File: src/rtl/tft_spi_tx_fifo_if.sv
// Host-side write port of the TFT SPI transmitter: push handshake plus FIFO status.
interface tft_spi_tx_fifo_if #(
   parameter int unsigned DEPTH_LOG2 = 4
);
   logic                wr_valid;
   logic [8:0]          wr_data;
   logic                wr_ready;
   logic [DEPTH_LOG2:0] level;
   logic                idle;
   logic                overflow;
   logic                clr_ovf;

   modport master (
      output wr_valid, wr_data, clr_ovf,
      input  wr_ready, level, idle, overflow
   );

   modport slave (
      input  wr_valid, wr_data, clr_ovf,
      output wr_ready, level, idle, overflow
   );
endinterface

File: src/rtl/tft_spi_tx_fifo.sv
// Buffered SPI mode-0 transmitter for the ILI9341 TFT: a 9-bit {D/C, byte} FIFO feeding an MSB-first
// shifter that holds CS low across back-to-back entries.
module tft_spi_tx_fifo #(
   parameter int unsigned DEPTH_LOG2 = 4,
   parameter int unsigned DIV        = 4
) (
   input  logic             clk,
   input  logic             reset_n,
   tft_spi_tx_fifo_if.slave host,
   output logic             spi_clk,
   output logic             spi_mosi,
   output logic             spi_dc,
   output logic             spi_cs_n
);

   localparam int unsigned Depth = 2 ** DEPTH_LOG2;
   localparam int unsigned DivW  = (DIV > 0) ? $clog2(DIV + 1) : 1;

   localparam logic [DEPTH_LOG2:0]   LvlFull = {1'b1, {DEPTH_LOG2{1'b0}}};
   localparam logic [DEPTH_LOG2:0]   LvlOne  = (DEPTH_LOG2 + 1)'(1);
   localparam logic [DEPTH_LOG2-1:0] PtrOne  = DEPTH_LOG2'(1);
   localparam logic [DivW-1:0]       DivLoad = DivW'(DIV);

   typedef enum logic [0:0] {StIdle, StShift} state_e;

   logic [8:0]            mem [Depth];
   logic [DEPTH_LOG2-1:0] wr_ptr_q, rd_ptr_q;
   logic [DEPTH_LOG2:0]   level_q, level_d;
   logic                  overflow_q, overflow_d;

   state_e                state_q, state_d;
   logic [DivW-1:0]       div_q, div_d;
   logic                  sck_q, sck_d;
   logic                  cs_n_q, cs_n_d;
   logic                  mosi_q, mosi_d;
   logic                  dc_q, dc_d;
   logic [7:0]            shreg_q, shreg_d;
   logic [3:0]            bitcnt_q, bitcnt_d;

   logic                  push, pop, tick, wr_ready;
   logic [8:0]            rd_entry;

   // Full is judged on the registered level, so a same-cycle pop cannot admit a push.
   assign wr_ready = (level_q != LvlFull);
   assign push     = host.wr_valid & wr_ready;
   assign tick     = (div_q == '0);
   assign rd_entry = mem[rd_ptr_q];

   always_ff @(posedge clk) begin
      if (push) begin
         mem[wr_ptr_q] <= host.wr_data;
      end
   end

   always_comb begin
      level_d = level_q;
      unique case ({push, pop})
         2'b10:   level_d = level_q + LvlOne;
         2'b01:   level_d = level_q - LvlOne;
         default: level_d = level_q;
      endcase
   end

   always_comb begin
      overflow_d = overflow_q;
      if (host.clr_ovf) begin
         overflow_d = 1'b0;
      end else if (host.wr_valid && !wr_ready) begin
         overflow_d = 1'b1;
      end
   end

   always_comb begin
      state_d  = state_q;
      div_d    = div_q;
      sck_d    = sck_q;
      cs_n_d   = cs_n_q;
      mosi_d   = mosi_q;
      dc_d     = dc_q;
      shreg_d  = shreg_q;
      bitcnt_d = bitcnt_q;
      pop      = 1'b0;

      unique case (state_q)
         StIdle: begin
            sck_d  = 1'b0;
            cs_n_d = 1'b1;
            if (level_q != '0) begin
               pop      = 1'b1;
               cs_n_d   = 1'b0;
               dc_d     = rd_entry[8];
               mosi_d   = rd_entry[7];
               shreg_d  = rd_entry[7:0];
               bitcnt_d = 4'd8;
               div_d    = DivLoad;
               state_d  = StShift;
            end
         end
         StShift: begin
            if (tick) begin
               div_d = DivLoad;
               sck_d = ~sck_q;
               // Falling edge: MOSI/DC only move while SCK is about to be low.
               if (sck_q) begin
                  shreg_d  = {shreg_q[6:0], 1'b0};
                  mosi_d   = shreg_q[6];
                  bitcnt_d = bitcnt_q - 4'd1;
                  if (bitcnt_q == 4'd1) begin
                     if (level_q != '0) begin
                        pop      = 1'b1;
                        dc_d     = rd_entry[8];
                        mosi_d   = rd_entry[7];
                        shreg_d  = rd_entry[7:0];
                        bitcnt_d = 4'd8;
                     end else begin
                        cs_n_d  = 1'b1;
                        state_d = StIdle;
                     end
                  end
               end
            end else begin
               div_d = div_q - DivW'(1);
            end
         end
         default: state_d = StIdle;
      endcase
   end

   always_ff @(posedge clk) begin
      if (!reset_n) begin
         wr_ptr_q   <= '0;
         rd_ptr_q   <= '0;
         level_q    <= '0;
         overflow_q <= 1'b0;
         state_q    <= StIdle;
         div_q      <= DivLoad;
         sck_q      <= 1'b0;
         cs_n_q     <= 1'b1;
         mosi_q     <= 1'b0;
         dc_q       <= 1'b0;
         shreg_q    <= '0;
         bitcnt_q   <= '0;
      end else begin
         if (push) begin
            wr_ptr_q <= wr_ptr_q + PtrOne;
         end
         if (pop) begin
            rd_ptr_q <= rd_ptr_q + PtrOne;
         end
         level_q    <= level_d;
         overflow_q <= overflow_d;
         state_q    <= state_d;
         div_q      <= div_d;
         sck_q      <= sck_d;
         cs_n_q     <= cs_n_d;
         mosi_q     <= mosi_d;
         dc_q       <= dc_d;
         shreg_q    <= shreg_d;
         bitcnt_q   <= bitcnt_d;
      end
   end

   assign host.wr_ready = wr_ready;
   assign host.level    = level_q;
   assign host.overflow = overflow_q;
   assign host.idle     = (state_q == StIdle) && (level_q == '0);

   assign spi_clk  = sck_q;
   assign spi_mosi = mosi_q;
   assign spi_dc   = dc_q;
   assign spi_cs_n = cs_n_q;

endmodule

File: src/flat_wrapper.sv
// flat-port wrapper written by rule: the top's interface ports become plain ports
module tft_spi_tx_fifo_flat 
#(
   parameter int unsigned DEPTH_LOG2 = 4,
   parameter int unsigned DIV        = 4
)
  (clk, reset_n, spi_clk, spi_mosi, spi_dc, spi_cs_n, host_wr_valid, host_wr_data, host_clr_ovf, host_wr_ready, host_level, host_idle, host_overflow);
  tft_spi_tx_fifo_if #(.DEPTH_LOG2(DEPTH_LOG2)) host_i ();
  input  logic clk;
  input  logic reset_n;
  output logic spi_clk;
  output logic spi_mosi;
  output logic spi_dc;
  output logic spi_cs_n;
  input wire logic [$bits(host_i.wr_valid)-1:0] host_wr_valid;
  input wire logic [$bits(host_i.wr_data)-1:0] host_wr_data;
  input wire logic [$bits(host_i.clr_ovf)-1:0] host_clr_ovf;
  output wire logic [$bits(host_i.wr_ready)-1:0] host_wr_ready;
  output wire logic [$bits(host_i.level)-1:0] host_level;
  output wire logic [$bits(host_i.idle)-1:0] host_idle;
  output wire logic [$bits(host_i.overflow)-1:0] host_overflow;
  assign host_i.wr_valid = host_wr_valid;
  assign host_i.wr_data = host_wr_data;
  assign host_i.clr_ovf = host_clr_ovf;
  assign host_wr_ready = host_i.wr_ready;
  assign host_level = host_i.level;
  assign host_idle = host_i.idle;
  assign host_overflow = host_i.overflow;
  tft_spi_tx_fifo #(.DEPTH_LOG2(DEPTH_LOG2), .DIV(DIV)) u_core (.clk(clk), .reset_n(reset_n), .host(host_i), .spi_clk(spi_clk), .spi_mosi(spi_mosi), .spi_dc(spi_dc), .spi_cs_n(spi_cs_n));
endmodule
File: config.mk
export PLATFORM = sky130hd
export DESIGN_NAME = tft_spi_tx_fifo_flat
export DESIGN_NICKNAME = d
export VERILOG_FILES = /design/src/rtl/tft_spi_tx_fifo_if.sv /design/src/rtl/tft_spi_tx_fifo.sv /design/src/flat_wrapper.sv
export SDC_FILE = /design/constraint.sdc
export NUM_CORES = 1
export LEC_CHECK = 0
export BUFFER_PORTS_ARGS = -buffer_cell sky130_fd_sc_hd__buf_2
export CAP_MARGIN = 20
export CORE_MARGIN = 2
export CORE_UTILIZATION = 50
export DETAILED_ROUTE_END_ITERATION = 16
export GPL_TIMING_DRIVEN = 1
export PLACE_DENSITY = 0.66
export REMOVE_ABC_BUFFERS = 1
export SYNTH_ARGS = -nofsm -noshare
export SYNTH_HDL_FRONTEND = slang
export SYNTH_SLANG_ARGS = --single-unit
File: constraint.sdc
create_clock -name clk -period 8.2 [get_ports clk]
set_input_delay 2.05 -clock clk [delete_from_list [all_inputs] [get_ports clk]]
set_output_delay 2.05 -clock clk [all_outputs]
set_load 0.01 [all_outputs]
==> metrics.cfg <==
[synth]
synth_area_um2=7420
synth_cells=448
seq_area_frac_synth_pct=68.3
ys_ff_latch=181
ys.warnings.count=0
netlist.top_cell.by_area=edfxtp_1
ys.flop_type=edfxtp_1
async_flop_share_pct=0
synth_top_area_share_pct=58.3
synth_common_cells=144 x edfxtp_1, 37 x dfxtp_1, 36 x mux4_2
synth_area_leaders=edfxtp_1 58%, mux4_2 11%, dfxtp_1 10%, mux2i_1 2.4%, ha_1 1.5%
syn_avg_cell_area_um2=16.6
synth_cell_types=53
synth_edf_count=144
synth_most_common_cell=edfxtp_1

[setup_path]
slowest_delay_ns=0.62
cp.arrival_ns=2.06
critPathRequiredTime_ns=6.15
critical-path-top-delay-family=simple AND/OR/NAND/NOR gates
r2r_slack_ns=4.32
crit_path_start_kind=register
crit_fanout=12
critical_path_class=register to output port
cp_cell_sequence=or4_1 > nor3_1 > buf_2
end_kind=output port
cpMaxStageDelayCell=or4_1
cp.buffers_inverters=1

[floorplan]
die_area_um2=15800
core.rowCount=44
initial_core_util_pct=51.1
chipHeight_um=126
io_pins=25
coreArea_um2=14500
fp.dieW_um=126

[sta]
slew_viol_final=0
setup_tns_ns=0
report.final.hold_viol_count=0
post-route-period-util_pct=50.1
slew_headroom_pct=34.6
worstMarginPinSlew_ns=0.977
grt_setup_unrepaired=false
setup_viol=0
fin_skew_ns=0.0125
max_freq_mhz=243
fin_crit_ns=4.11

[min_path]
hp-class=register to register

[clocking]
cts_hold_buffers=0
clockRootBuffer=clkbuf_16
h-tree-depth=4
cts_tree=built
cts_resized=0
post-cts-setup-buffers=0
cts.sinks=181
clkLatencyLatePin_ns=0.42
clkTransAtPathRegs_ns=0.07
cts_max_path_buffers=2
cts_inserted_buffers=17

[final_layout]
layout-drive-gt1-share_pct=24.0
diodes=0
nets=493
area_growth_pct=11.4

[pwr]
internal-power_mw=1.76
p_seq_share_pct=45.1
ir_drop_mv=0.175
sw_frac_of_total_pct=29.7
comb_power_share_pct=23.5
leakage_nw=2.69
finalPower_mw=2.50
clkPwrFrac_pct=31.4
power.density_nw_per_um2=303
power.switching_mw=0.744

[run_status]
outcome=completed

[run]
maxCapViolCount=0

[global_routing]
grt_pass1_vias=3884
antenna_found_initial=0
grt_max_degree=42
grt_overflow=0
grt_use_total_pct=19.3
grt_pass1_wl_um=22500

[drt]
drc=0
initialDrtViolationCount=320
wl_um=14500
viasPerCell=5.93
routedWlPerCell_um=21.7
ant_nets=0
vias=3960
dr.pass1.iters=6

[place]
place_congestion=0.830
hpwl_um=8940
io_buffers=24

==> sequential cells by signal, indices dropped and copies added, names as in the netlist, named ones only <==
| name | flops |
|---|---|
| u_core.mem | 144 |
| u_core.div_q | 3 |
| u_core.shreg_q | 7 |
| u_core.state_q | 1 |
| u_core.bitcnt_q | 4 |
| u_core.host.overflow | 1 |
| u_core.spi_dc | 1 |
| u_core.wr_ptr_q | 4 |
| u_core.spi_clk | 1 |
| u_core.rd_ptr_q | 4 |
| u_core.host.level | 5 |
| u_core.spi_cs_n | 1 |
| u_core.spi_mosi | 1 |
==> metal layers <==
layer  vias to the layer above  wire [um]  GRT usage, %
li1                       1793          -             -
met1                      2029       6490          28.2
met2                       128       6750          28.6
met3                        10       1080          5.35
met4                         0        152          6.01
met5                         -          0             0
==> path summary, 6_finish.rpt <==
| path | from | to | cells past startpoint |
|---|---|---|---|
| min reg2reg | u_core.spi_cs_n | u_core.spi_cs_n | 2 |
| max reg2reg | u_core.bitcnt_q[1] | u_core.host.level[4] | 12 |
| min | u_core.spi_cs_n | u_core.spi_cs_n | 2 |
| max | u_core.host.level[1] | host_idle | 3 |
==> worst reg2reg max path, delay by kind of cell, from the launching register on <==
kind                       cells  cell delay [ns]
AOI/OAI and AO/OA              3             0.73
xor gates and xnor gates       1             0.19
adders and majority gates      3             0.91
buffers and inverters          1             0.10
DFF                            1             0.32
muxes                          1             0.21
and+or+nand+nor                3             1.36
==> placed cells by master, fill, tap and decap left out, drive strengths merged, types with 2 or more instances in the layout <==
master,instances
nor2,20
mux2,8
a21o,2
or4b,2
mux2i,18
o21ai,16
dfxtp,37
nand4b,3
xor2,4
mux4,36
and2,12
a21boi,2
xnor2,7
clkinvlp,3
nor2b,7
buf,30
nand2b,5
nand2,25
o21a,2
nor3b,3
a21oi,11
clkbuf,18
nor3,9
a31oi,2
o221ai,7
ha,9
o311ai,2
inv,14
edfxtp,144
nand3,6
clkinv,3
and3,2
o211ai,2
==> area by class of cell <==
class,instances,area (um^2)
repair buffers,30,165
flip-flops and latches,181,5070
clock buffers,18,429
well taps,184,230
fillers,1112,6270
inverters,7,26.3
clock inverters,14,144
multi-input cells,234,2200
==> power by group through the flow <==
stage | sequential [mW] | clock [mW] | combinational [mW]
detailed placement | 1.15 | 0 | 0.591
finish | 1.13 | 0.786 | 0.587
global placement | 1.15 | 0 | 0.580
floorplan | 1.18 | 0 | 0.389
CTS | 1.13 | 0.802 | 0.593
global route | 1.14 | 0.843 | 0.644
==> cell families after synthesis <==
family          share of synthesized area (%)
flops                                    68.3
simple gates                             7.40
mux                                      14.6
compound gates                           4.91
buf+inv                                  2.04
xor+xnor                                 1.30
fa+ha+maj                                1.52
==> per-stage QoR <==
step           setup slack (ns)  instance area, um^2  utilization, %  std cells  hold WS [ns]
2_1_floorplan              4.37                 7290               -        422         0.436
3_3_place_gp               4.05                 7690            52.9        636         0.432
3_5_place_dp               3.93                 7690            52.9        636         0.441
4_1_cts                    4.08                 8270            56.9        668         0.452
5_1_grt                    3.99                 8270            56.9        668         0.465
6_report                   4.09                 8270            56.9        668         0.445
(Power assumes the default switching activity.)
